### src/rtl/uart_tx_fifo.sv
// uart_tx_fifo: buffered 8N1 UART transmitter (LSB first) with a byte FIFO in front.
// A writer pushes bytes into the FIFO. The FSM drains them and sends frames
// back-to-back, with no idle gap while bytes are waiting.
//
// Optional feature: define UART_TX_PARITY_EN to insert an even-parity bit between
// the data bits and the stop bit (8E1 framing). Without it the framing is 8N1.
//
// Ports:
//   clk      system clock
//   reset    synchronous, active-high reset
//   wr_en    push wr_data into the FIFO this cycle (dropped while full)
//   wr_data  byte to transmit
//   full     FIFO holds FIFO_DEPTH entries
//   empty    FIFO holds no entries
//   busy     a frame is on the line (FSM not idle)
//   tx       serial line, idle high
module uart_tx_fifo #(
    parameter int unsigned CLOCK_FREQ = 25000000,
    parameter int unsigned BIT_RATE   = 115200,
    parameter int unsigned FIFO_DEPTH = 16
) (
    input  logic       clk,
    input  logic       reset,
    input  logic       wr_en,
    input  logic [7:0] wr_data,
    output logic       full,
    output logic       empty,
    output logic       busy,
    output logic       tx
);

    localparam int unsigned CLKS_PER_BIT = CLOCK_FREQ / BIT_RATE;
    localparam int unsigned BAUD_W = (CLKS_PER_BIT > 1) ? $clog2(CLKS_PER_BIT) : 1;
    localparam int unsigned PTR_W  = $clog2(FIFO_DEPTH);
    localparam int unsigned CNT_W  = PTR_W + 1;

    localparam logic [BAUD_W-1:0] BAUD_LAST = BAUD_W'(CLKS_PER_BIT - 1);
    localparam logic [CNT_W-1:0]  CNT_FULL  = CNT_W'(FIFO_DEPTH);

    // ------------------------------------------------------------------
    // FIFO
    // ------------------------------------------------------------------
    logic [7:0]       mem [FIFO_DEPTH];
    logic [PTR_W-1:0] wr_ptr;
    logic [PTR_W-1:0] rd_ptr;
    logic [CNT_W-1:0] count;
    logic [CNT_W-1:0] count_next;
    logic             push;
    logic             pop;
    logic [7:0]       rd_data;

    assign push    = wr_en && !full;
    assign rd_data = mem[rd_ptr];

    always_comb begin
        count_next = count;
        if (push && !pop) begin
            count_next = count + CNT_W'(1);
        end else if (pop && !push) begin
            count_next = count - CNT_W'(1);
        end
    end

    always_ff @(posedge clk) begin
        if (push) begin
            mem[wr_ptr] <= wr_data;
        end
    end

    // full tracks the count at the push edge so a write can never land in a full
    // FIFO. empty trails the count by one edge: a byte written into an empty FIFO
    // is popped two edges after its write edge. empty can only read stale-low
    // just after a pop, when the FSM is in START and is not looking at it.
    always_ff @(posedge clk) begin
        if (reset) begin
            wr_ptr <= '0;
            rd_ptr <= '0;
            count  <= '0;
            full   <= 1'b0;
            empty  <= 1'b1;
        end else begin
            if (push) begin
                wr_ptr <= wr_ptr + PTR_W'(1);
            end
            if (pop) begin
                rd_ptr <= rd_ptr + PTR_W'(1);
            end
            count <= count_next;
            full  <= (count_next == CNT_FULL);
            empty <= (count == '0);
        end
    end

    // ------------------------------------------------------------------
    // Transmit FSM
    // ------------------------------------------------------------------
`ifdef UART_TX_PARITY_EN
    typedef enum logic [2:0] {
        StIdle   = 3'd0,
        StStart  = 3'd1,
        StData   = 3'd2,
        StStop   = 3'd3,
        StParity = 3'd4
    } state_t;
`else
    typedef enum logic [2:0] {
        StIdle  = 3'd0,
        StStart = 3'd1,
        StData  = 3'd2,
        StStop  = 3'd3
    } state_t;
`endif

    state_t            state;
    logic [BAUD_W-1:0] baud_cnt;
    logic [2:0]        bit_idx;
    logic [7:0]        shift;
    logic              bit_end;
`ifdef UART_TX_PARITY_EN
    logic              parity;
`endif

    assign bit_end = (baud_cnt == BAUD_LAST);

    // The FSM takes the head byte when idle, or at the end of a stop bit so the
    // next start bit follows with no gap.
    assign pop = !empty && ((state == StIdle) || ((state == StStop) && bit_end));

    always_ff @(posedge clk) begin
        if (reset) begin
            state    <= StIdle;
            tx       <= 1'b1;
            busy     <= 1'b0;
            baud_cnt <= '0;
            bit_idx  <= '0;
            shift    <= '0;
`ifdef UART_TX_PARITY_EN
            parity   <= 1'b0;
`endif
        end else begin
            case (state)
                StIdle: begin
                    if (!empty) begin
                        shift    <= rd_data;
`ifdef UART_TX_PARITY_EN
                        parity   <= ^rd_data;
`endif
                        tx       <= 1'b0;
                        busy     <= 1'b1;
                        baud_cnt <= '0;
                        state    <= StStart;
                    end
                end

                StStart: begin
                    if (bit_end) begin
                        baud_cnt <= '0;
                        bit_idx  <= '0;
                        tx       <= shift[0];
                        state    <= StData;
                    end else begin
                        baud_cnt <= baud_cnt + BAUD_W'(1);
                    end
                end

                StData: begin
                    if (bit_end) begin
                        baud_cnt <= '0;
                        if (bit_idx == 3'd7) begin
`ifdef UART_TX_PARITY_EN
                            tx    <= parity;
                            state <= StParity;
`else
                            tx    <= 1'b1;
                            state <= StStop;
`endif
                        end else begin
                            bit_idx <= bit_idx + 3'd1;
                            shift   <= shift >> 1;
                            tx      <= shift[1];
                        end
                    end else begin
                        baud_cnt <= baud_cnt + BAUD_W'(1);
                    end
                end

`ifdef UART_TX_PARITY_EN
                StParity: begin
                    if (bit_end) begin
                        baud_cnt <= '0;
                        tx       <= 1'b1;
                        state    <= StStop;
                    end else begin
                        baud_cnt <= baud_cnt + BAUD_W'(1);
                    end
                end
`endif

                StStop: begin
                    if (bit_end) begin
                        baud_cnt <= '0;
                        if (!empty) begin
                            shift  <= rd_data;
`ifdef UART_TX_PARITY_EN
                            parity <= ^rd_data;
`endif
                            tx     <= 1'b0;
                            state  <= StStart;
                        end else begin
                            busy  <= 1'b0;
                            state <= StIdle;
                        end
                    end else begin
                        baud_cnt <= baud_cnt + BAUD_W'(1);
                    end
                end

                default: begin
                    tx    <= 1'b1;
                    busy  <= 1'b0;
                    state <= StIdle;
                end
            endcase
        end
    end

endmodule
### config.mk
export PLATFORM = sky130hd
export DESIGN_NAME = uart_tx_fifo
export DESIGN_NICKNAME = d
export VERILOG_FILES = /design/src/rtl/uart_tx_fifo.sv
export SDC_FILE = /design/constraint.sdc
export NUM_CORES = 1
export LEC_CHECK = 0
export CORE_ASPECT_RATIO = 0.7
export CORE_MARGIN = 4
export CORE_UTILIZATION = 40
export CTS_BUF_LIST = sky130_fd_sc_hd__clkbuf_4 sky130_fd_sc_hd__clkbuf_8
export DETAILED_ROUTE_END_ITERATION = 7
export GPL_ROUTABILITY_DRIVEN = 0
export GPL_TIMING_DRIVEN = 0
export HOLD_SLACK_MARGIN = 0.05
export PLACE_DENSITY = 0.66
export SYNTH_ARGS = -nofsm -noshare
export SYNTH_HDL_FRONTEND = slang
export SYNTH_SLANG_ARGS = --single-unit
### constraint.sdc
create_clock -name clk -period 2.8 [get_ports clk]
set_clock_uncertainty 0.05 [all_clocks]
set_input_delay 0.7 -clock clk [delete_from_list [all_inputs] [get_ports clk]]
set_output_delay 0.7 -clock clk [all_outputs]
set_load 0.005 [all_outputs]
==> results of run 1 <==
[cell type report]
type	count	area, um2
timing repair buffer	15	160
clock inverter	14	183
sequential	170	4680
fill	1489	9230
buffer	23	101
tap	231	289
inverter	13	48.8
multi-input combinational	250	2320
clock buffer	18	248
[sequential cells by signal, summed over array words and instances, names as in the netlist, named ones only]
name and flops:
baud_cnt 8, bit_idx 3, busy 1, count 5
empty 1, full 1, mem 128, rd_ptr 4
shift 8, state 2, tx 1, wr_ptr 4
[cells in the mapped netlist, types with 3 or more instances]
cell type  number  area, um2
buf_2           5       25.0
inv_1          13       48.8
a21oi_1        13       65.1
dfxtp_1        42        841
nor2_1         50        188
mux2i_1        13        130
nor3_1          9       45.0
xor2_1          4       35.0
nand4_1         7       43.8
nand3_1         5       25.0
and3_1          5       31.3
xnor2_1         6       52.6
clkbuf_1       14       52.6
o21ai_0        13       65.1
buf_1           3       11.3
and2_1          3       18.8
nand2_1        18       67.6
mux4_2         38        856
edfxtp_1      128       3840
ha_1           17        213
nor2b_1         4       25.0
a211oi_1        9       67.6
nand2b_1        4       25.0
a311oi_1        5       43.8
[metrics by stage]
step	instance area [um2]	setup slack [ns]	power [mW]	std cells	hold WS [ns]
after detailed placement	7500	-0.954	4.74	701	0.443
after global routing	8040	-0.0586	6.93	734	0.481
after global placement	7500	-0.872	4.70	701	0.433
final	8040	0.0768	6.59	734	0.456
after floorplan	7070	0.278	4.29	456	0.415
after CTS	7980	-0.0182	6.61	733	0.458
[power by group through the flow]
stage                     combinational, mW  sequential (mW)  clock (mW)
after floorplan                        1.26             3.03           0
final                                  1.71             3.01        1.87
after detailed placement               1.68             3.06           0
after global routing                   1.89             3.03        2.01
after CTS                              1.69             3.01        1.91
after global placement                 1.64             3.05           0
[routing by layer]
metal	track usage (%)	share of wire [%]	vias to the layer above
li1	-	-	1830
met1	21.0	47	2001
met2	21.7	47	99
met3	2.55	5.5	17
met4	4.60	1.2	0
met5	0	0	-
[worst max-delay path, stage by stage]
cell,delay [ns]
clkdlybuf4s50_1,0.47
nor2b_1,0.14
clkbuf_1,0.24
clkbuf_1,0.38
nand2_1,0.31
nor2_2,0.50
[worst min path at each step]
stage                      from           to  slack, ns  cells after the start
CTS                    shift[5]     shift[5]       0.46                      2
global route           shift[4]     shift[4]       0.48                      2
global placement     bit_idx[1]   bit_idx[1]       0.43                      2
detailed placement     shift[0]     shift[0]       0.44                      2
finish                 shift[5]     shift[5]       0.46                      2
floorplan           baud_cnt[7]  baud_cnt[7]       0.41                      1
[logic make-up after synthesis]
kind of cell,after synthesis,share of synthesized area (%)
mux,53,14.3
fa+ha+maj,17,3.01
simple gates,114,7.72
buf+inv,36,2.11
xor+xnor,10,1.24
flops,170,66.3
compound gates,56,5.36
[what timing repair did]
action | 4_1_cts | 5_1_grt
gates resized for setup | 15 | 9
pin swaps | 0 | 1
endpoints found under the setup margin | 86 | 69
gates cloned | 0 | 0
setup buffers | 0 | 1
==> run_results.csv, run 1 <==
group,metric,value,unit
run_status,status,"finished, final reports clean",
clock_network,cts_buffer_depth,2,
cells_and_area,final_common_cell,"edfxtp_1",
placement,dp_hpwl,9470,um
route,routed_via_density,5.38,
sta,rsz0062_at_grt,"true",
sta,tightest_slew,1.20,ns
route,drtPass1Iterations,5,
sta,slew_headroom,19.0,%
floorplanning,pin_count,15,
worst_setup_path,cp.arrival,2.76,ns
route,wl,14000,um
power,cellLeakagePower,2.57,nW
route,wl_per_cell,19.1,um
synthesis,syn_nets,484,
route,vias,3947,
clock_network,htreeDepth,4,
worst_setup_path,cp_max_fo,10,
synthesis,yosys_register_bits,170,
worst_setup_path,r2r-end,"shift[7]",
sta,drv_slew,0,
floorplanning,die_h,119,um
grt,grt_max_degree,17,
clock_network,tritoncts,"yes",
cells_and_area,layout-drive-gt1-share,20.1,%
power,p_clk_share,28.4,%
worst_setup_path,critPathCaptureType,"flop",
grt,grt_first_pass_wirelength,21800,um
synthesis,netlist_area,7070,um2
grt,overflow,0,
route,drc,0,
worst_setup_path,reg2reg_depth,6,
synthesis,synth.distinct_cells,46,
clock_network,clock_latency,0.45,ns
worst_setup_path,worstSetupStartpointType,"primary input",
grt,grt.total_usage,14.3,%
sta,fmax,367,MHz
sta,min_period_over_period,97.3,%
power,vdd_ir_drop_max,0.348,mV
floorplanning,start_util,40.9,%
worst_setup_path,crit_required,2.83,ns
synthesis,yosysSeqAreaShare,66.3,%
floorplanning,die_x,167,um
synthesis,syn_inst,456,
clock_network,ctsHoldBuffers,0,
power,power.internal,4.60,mW
clock_network,cts_sinks,170,
floorplanning,num_rows,40,
synthesis,ys_warn_count,0,
worst_setup_path,crit_end,"mem[15][2]",
power,comb_power_share,26.0,%
power,power_density,820,nW/um2
sta,fin_setup_tns,0,ns
sta,hold_viol,0,
route,drtIter0Drc,325,
sta,finalCriticalPeriod,2.72,ns
grt,grt_pass1_vias,3837,
worst_setup_path,cp-startpoint,"wr_en",
synthesis,ys_async_sr_fraction,0,%
cells_and_area,utilization,46.6,%
floorplanning,core-area,17300,um2
power,switching_share,30.2,%
synthesis,postSynthAreaPerCell,15.5,um2
clock_network,cts_root_buf,"clkbuf_8",
route,postRouteAntennaNets,0,
cells_and_area,final_cell_mix,"edfxtp_1, dfxtp_1, nor2_1, mux4_2",
power,p_seq_share,45.6,%
worst_setup_path,r2r_slack,0.19,ns
clock_network,path_clk_slew,0.09,ns
synthesis,synth_ff_type,"edfxtp_1",
grt,antenna_found_initial,0,
hold_path,hp-class,"reg2reg",
clock_network,cts_made_buffers,17,
flow_run,max-cap-violations,0,
sta,setup_viol_count_final,0,
cells_and_area,syn_to_final_growth,13.8,%
cells_and_area,nets,518,
synthesis,synth_edf_count,128,
placement,io_buffers,14,
floorplanning,die-area,19900,um2
cells_and_area,diodes,0,
worst_setup_path,worst-setup-path-type,"in2reg",
power,p_switching,1.99,mW
Power figures use the tool's default switching activity.
==> inputs of run 2 (changes only) <==
--- a/config.mk
+++ b/config.mk
@@ -14,6 +14,7 @@
 export GPL_TIMING_DRIVEN = 0
 export HOLD_SLACK_MARGIN = 0.05
 export PLACE_DENSITY = 0.66
+export SLEW_MARGIN = 30
 export SYNTH_ARGS = -nofsm -noshare
 export SYNTH_HDL_FRONTEND = slang
 export SYNTH_SLANG_ARGS = --single-unit
==> run 2 against run 1 <==
The flow now finishes with violations (negative setup slack). Clock power is 2% lower. Critical path type unchanged. Core utilization is 0.30 points lower. First-iteration DRC count is 8.6% lower. Sequential power hardly changed. Highest routed layer unchanged. Worst setup slack worse by 0.11 ns. Combinational power hardly changed. Largest cell class unchanged. Global-route usage is 0.20 points higher.
==> run_results.csv, run 2 (synthesis gave the netlist of run 1 again) <==
group,metric,value,unit
worst_setup_path,worstSetupStartpointType,"primary input",
grt,overflow,0,
route,routed_via_density,5.34,
worst_setup_path,worst-setup-path-type,"in2reg",
clock_network,post_cts_resized,6,
sta,rsz0062_at_grt,"true",
power,power_density,816,nW/um2
power,cellLeakagePower,2.56,nW
placement,dp_slack,-0.554,ns
grt,met3_usage,4.01,%
hold_path,hp-class,"reg2reg",
clock_network,cts_made_buffers,17,
hold_path,hp-start,"tx",
clock_network,postCtsSetupBuffers,0,
sta,finalCriticalPeriod,2.83,ns
sta,slew_headroom,43.0,%
grt,grt_max_degree,17,
power,comb_power_share,25.9,%
route,drtIter0Drc,297,
worst_setup_path,slowest_delay,0.70,ns
clock_network,cts_sinks,170,
worst_setup_path,cp_max_fo,10,
worst_setup_path,reg2reg_depth,6,
sta,drv_slew,0,
power,p_switching,1.96,mW
grt,met1_usage,20.4,%
power,p_clk_share,28.0,%
floorplanning,die_x,167,um
grt,grt_first_pass_wirelength,21800,um
clock_network,clock_latency,0.46,ns
clock_network,cts_root_buf,"clkbuf_8",
placement,post_dp_cell_area,7520,um2
cells_and_area,final_common_cell,"edfxtp_1",
power,switching_share,30.0,%
worst_setup_path,slowest_stage,"nor2_1",
worst_setup_path,cp.arrival,2.87,ns
cells_and_area,largest_reg_flops,128,
worst_setup_path,r2r_slack,0.22,ns
grt,grt-busiest-layer,"met2",
worst_setup_path,path_cells,"clkdlybuf4s50_1 -> nor2b_1 -> clkbuf_1 -> clkbuf_1 -> nand2_1 -> nor2_1",
route,wl_per_cell,18.8,um
sta,fin_setup_tns,-0.409,ns
worst_setup_path,crit_top_cell,"clkbuf_1",
worst_setup_path,r2r-end,"shift[7]",
clock_network,ctsHoldBuffers,0,
route,drc,0,
worst_setup_path,critPathCaptureType,"flop",
cells_and_area,layout-drive-gt1-share,19.3,%
cells_and_area,final_area,7990,um2
worst_setup_path,cp-startpoint,"wr_en",
floorplanning,pin_count,15,
sta,hold_viol,0,
floorplanning,die-area,19900,um2
placement,dp_hpwl,9530,um
sta,setup_viol_count_final,23,
route,wl,13800,um
run_status,status,"finished, violations left",
cells_and_area,nets,517,
route,vias,3913,
floorplanning,die_h,119,um
floorplanning,num_rows,40,
route,postRouteAntennaNets,0,
cells_and_area,regMostFlops,"mem",
hold_path,min_to,"tx",
clock_network,tritoncts,"yes",
sta,worst_slack,-0.0325,ns
placement,io_buffers,14,
cells_and_area,diodes,0,
worst_setup_path,crit_required,2.84,ns
sta,tightest_slew,0.853,ns
route,drtPass1Iterations,4,
grt,grt_pass1_vias,3836,
sta,fmax,353,MHz
flow_run,max-cap-violations,0,
grt,antenna_found_initial,0,
floorplanning,start_util,40.9,%
clock_network,cts_buffer_depth,2,
clock_network,htreeDepth,4,
power,power.internal,4.56,mW
cells_and_area,fillers,1473,
run_status,violations,"negative setup slack",
power,p_seq_share,46.1,%
cells_and_area,final_cell_mix,"edfxtp_1, dfxtp_1, nor2_1",
floorplanning,core-area,17300,um2
sta,min_period_over_period,101,%
power,vdd_ir_drop_max,0.358,mV
grt,grt.total_usage,14.5,%
cells_and_area,utilization,46.3,%
hold_path,holdPathStages,1,
cells_and_area,largest_registers,"mem x128, baud_cnt x8, shift x8",
clock_network,path_clk_slew,0.09,ns
grt,grt_util_met2,21.6,%
cells_and_area,syn_to_final_growth,13.0,%
## run 2: cell count changes in the layout (fill, tap and decap cells not counted), moves of 2 or more
cell / change
clkinv_1: +2
clkinv_2: -2
nor2_1: +2
o41ai_2: +2
## run 2: worst max path at each step
stage	slack, ns	to
detailed placement	-0.55	mem[8][1]
CTS	-0.07	mem[15][4]
global placement	-0.87	mem[3][3]
finish	-0.03	mem[15][6]
floorplan	0.28	mem[3][0]
global route	-0.21	mem[15][1]
## run 2: power by group through the flow
stage	sequential [mW]	combinational (mW)	clock (mW)
after floorplan	3.03	1.26	0
after global placement	3.05	1.64	0
after detailed placement	3.06	1.68	0
after CTS	3.01	1.69	1.86
after global routing	3.03	1.87	1.97
final	3.01	1.69	1.83
## run 2: metal layers
metal	up-vias	share of wire, %
met3	18	6.4
met5	-	0
met1	1949	46
li1	1838	-
met2	108	46
met4	0	1.6
## run 2: final cells by class
type | count | area [um2] | area share, %
timing repair buffer | 14 | 140 | 1.75
clock buffer | 17 | 234 | 2.93
inverter | 13 | 48.8 | 0.611
sequential | 170 | 4680 | 58.6
clock inverter | 15 | 185 | 2.32
tap | 231 | 289 | 3.62
buffer | 23 | 101 | 1.27
multi-input combinational | 250 | 2300 | 28.9
## run 2: metrics by stage
stage                     power [mW]  hold WS (ns)  cells
after global routing            6.88         0.467    733
after detailed placement        4.74         0.435    701
after global placement          4.70         0.433    701
final                           6.52         0.450    733
after floorplan                 4.29         0.415    456
after CTS                       6.56         0.456    733
## run 2: worst max-delay path, delay by kind of cell
family / cells / cell delay (ns)
buf+inv: 3 / 1.07
simple gates: 3 / 1.08
==> inputs of run 3 (changes only) <==
--- a/config.mk
+++ b/config.mk
@@ -6,7 +6,7 @@
 export NUM_CORES = 1
 export LEC_CHECK = 0
 export CORE_ASPECT_RATIO = 0.7
-export CORE_MARGIN = 4
+export CORE_MARGIN = 2
 export CORE_UTILIZATION = 40
 export CTS_BUF_LIST = sky130_fd_sc_hd__clkbuf_4 sky130_fd_sc_hd__clkbuf_8
 export DETAILED_ROUTE_END_ITERATION = 7
@@ -14,7 +14,6 @@
 export GPL_TIMING_DRIVEN = 0
 export HOLD_SLACK_MARGIN = 0.05
 export PLACE_DENSITY = 0.66
-export SLEW_MARGIN = 30
 export SYNTH_ARGS = -nofsm -noshare
 export SYNTH_HDL_FRONTEND = slang
 export SYNTH_SLANG_ARGS = --single-unit
==> run 3 against run 2 <==
Critical path type is now reg2reg. Maximum frequency is 7.9% higher. Largest power group unchanged. Non-clock buffer count is 4 higher. Total power is 4.7% lower. Worst setup slack better by 0.21 ns. Routed wire length is 2.2% higher. The flow now finishes without violations. Cell area is 0.75% lower. First-iteration DRC count is 28% higher. Combinational power hardly changed. Largest cell class unchanged. Clock power is 19% lower.
==> run_results.csv, run 3 (synthesis gave the netlist of run 1 again) <==
group,metric,value,unit
run_status,status,"finished, final reports clean",
route,wl_per_cell,19.2,um
sta,rsz0062_at_grt,"true",
worst_setup_path,path_cells,"clkbuf_1 -> clkbuf_1 -> mux4_2 -> mux2i_1 -> a21oi_1 -> a31o_2",
grt,grt_max_degree,17,
cells_and_area,largest_registers,"mem x128, baud_cnt x8, shift x8",
power,cellLeakagePower,2.54,nW
power,p_seq_share,48.5,%
clock_network,path_clk_slew,0.08,ns
power,comb_power_share,27.6,%
clock_network,clock_latency,0.46,ns
clock_network,htreeDepth,4,
cells_and_area,final_area,7930,um2
worst_setup_path,worstSetupStartpointType,"flop",
grt,overflow,0,
placement,io_buffers,14,
grt,antenna_found_initial,0,
sta,min_period_over_period,93.7,%
route,postRouteAntennaNets,0,
hold_path,min_to,"shift[2]",
hold_path,hp-class,"reg2reg",
cells_and_area,final_cell_mix,"edfxtp_1, dfxtp_1, nor2_1",
worst_setup_path,worst-setup-path-type,"reg2reg",
worst_setup_path,critPathCaptureType,"flop",
sta,fin_setup_tns,0,ns
route,vias,4049,
route,drc,0,
power,vdd_ir_drop_max,0.413,mV
sta,finalCriticalPeriod,2.62,ns
floorplanning,pin_count,15,
floorplanning,die_x,163,um
placement,dp_hpwl,9530,um
clock_network,cts_root_buf,"clkbuf_8",
worst_setup_path,crit_top_cell,"clkbuf_1",
sta,slew_headroom,24.9,%
power,p_clk_share,24.0,%
worst_setup_path,reg2reg_depth,6,
cells_and_area,diodes,0,
clock_network,tritoncts,"yes",
cells_and_area,layout-drive-gt1-share,18.8,%
clock_network,cts_made_buffers,17,
power,p_switching,1.92,mW
cells_and_area,multi_input_area,2300,um2
floorplanning,die-area,18800,um2
worst_setup_path,r2r_slack,0.18,ns
sta,tightest_slew,1.11,ns
worst_setup_path,r2r-end,"shift[7]",
route,drtPass1Iterations,5,
sta,fmax,381,MHz
sta,hold-worst-slack,0.453,ns
worst_setup_path,slowest_stage,"mux4_2",
cells_and_area,final_common_cell,"edfxtp_1",
sta,setup_viol_count_final,0,
route,drtIter0Drc,381,
power,power.internal,4.28,mW
clock_network,cts_buffer_depth,2,
hold_path,hp-start,"shift[2]",
cells_and_area,fillers,1477,
worst_setup_path,path_buf_inv,2,
sta,hold_viol,0,
worst_setup_path,cp.arrival,2.93,ns
flow_run,max-cap-violations,0,
power,power_density,783,nW/um2
power,switching_share,31.0,%
sta,drv_slew,0,
grt,grt_first_pass_wirelength,22000,um
floorplanning,start_util,41.0,%
floorplanning,num_rows,40,
clock_network,cts_sinks,170,
worst_setup_path,crit_required,3.10,ns
grt,grt_pass1_vias,3869,
placement,post_dp_cell_area,7520,um2
route,routed_via_density,5.50,
worst_setup_path,crit_family,"multiplexers",
worst_setup_path,slowest_delay,0.59,ns
floorplanning,die_h,115,um
cells_and_area,register_area,4680,um2
hold_path,holdPathStages,2,
cells_and_area,syn_to_final_growth,12.2,%
cells_and_area,largest_reg_flops,128,
cells_and_area,nets,521,
route,wl,14100,um
floorplanning,core-area,17200,um2
cells_and_area,regMostFlops,"mem",
grt,grt.total_usage,16.0,%
worst_setup_path,cp_max_fo,10,
==> run 3: cell count changes in the layout (fill, tap and decap cells not counted), sizes merged <==
cell,before,now
buf,9,13
bufinv,3,0
inv,20,17
clkbuf,31,33
clkinv,4,6
clkinvlp,1,2
==> run 3: worst register-to-register path, stage by stage (launching register included) <==
cell and delay, ns:
dfxtp_1 0.31, clkbuf_1 0.25, clkbuf_1 0.55, mux4_2 0.60, mux2i_1 0.30, a21oi_1 0.17, a31o_2 0.29
==> run 3: final cells by class <==
cell class,count,area share [%]
clock inverter,12,0.915
multi-input combinational,250,29.0
timing repair buffer,18,2.30
buffer,23,1.28
inverter,13,0.616
clock buffer,19,3.14
sequential,170,59.1
tap,231,3.65
==> run 3: repair_timing <==
item                                    4_1_cts  5_1_grt
gates cloned                                  0        0
resized for setup                            10       10
pin swaps                                     0        1
endpoints found under the setup margin       70       74
buffers inserted                              0        1
hold buffers                                  0        0
==> run 3: metrics by stage <==
| stage | worst slack, ns | power, mW | std cells | utilization (%) |
|---|---|---|---|---|
| after floorplan | 0.278 | 4.29 | 456 | - |
| after global placement | -0.891 | 4.70 | 701 | 43.5 |
| after detailed placement | -1.02 | 4.75 | 704 | 43.7 |
| after CTS | -0.0791 | 6.23 | 735 | 45.7 |
| after global routing | -0.00153 | 6.54 | 736 | 46.0 |
| final | 0.175 | 6.21 | 736 | 46.0 |
==> run 3: power groups by stage <==
| stage | clock network [mW] | logic [mW] | registers (mW) |
|---|---|---|---|
| 6_report | 1.49 | 1.71 | 3.01 |
| 5_1_grt | 1.62 | 1.88 | 3.03 |
| 4_1_cts | 1.52 | 1.70 | 3.01 |
| 3_5_place_dp | 0 | 1.69 | 3.06 |
| 3_3_place_gp | 0 | 1.65 | 3.05 |
| 2_1_floorplan | 0 | 1.26 | 3.03 |
==> run 3: how the worst max path moves through the flow <==
stage	startpoint	to	slack, ns	cells after the start
after global placement	wr_en	mem[3][2]	-0.89	6
after CTS	wr_en	mem[11][1]	-0.08	6
final	flop	shift[7]	0.18	6
after detailed placement	wr_en	mem[3][2]	-1.02	6
after global routing	wr_en	mem[10][1]	-0.002	6
after floorplan	wr_en	mem[3][0]	0.28	5
==> run 3: routing by layer <==
layer	routed length, um	share of wire (%)	track usage [%]
met1	6620	47	23.1
met2	6360	45	23.7
met3	912	6.5	3.75
met4	199	1.4	5.84
met5	0	0	0
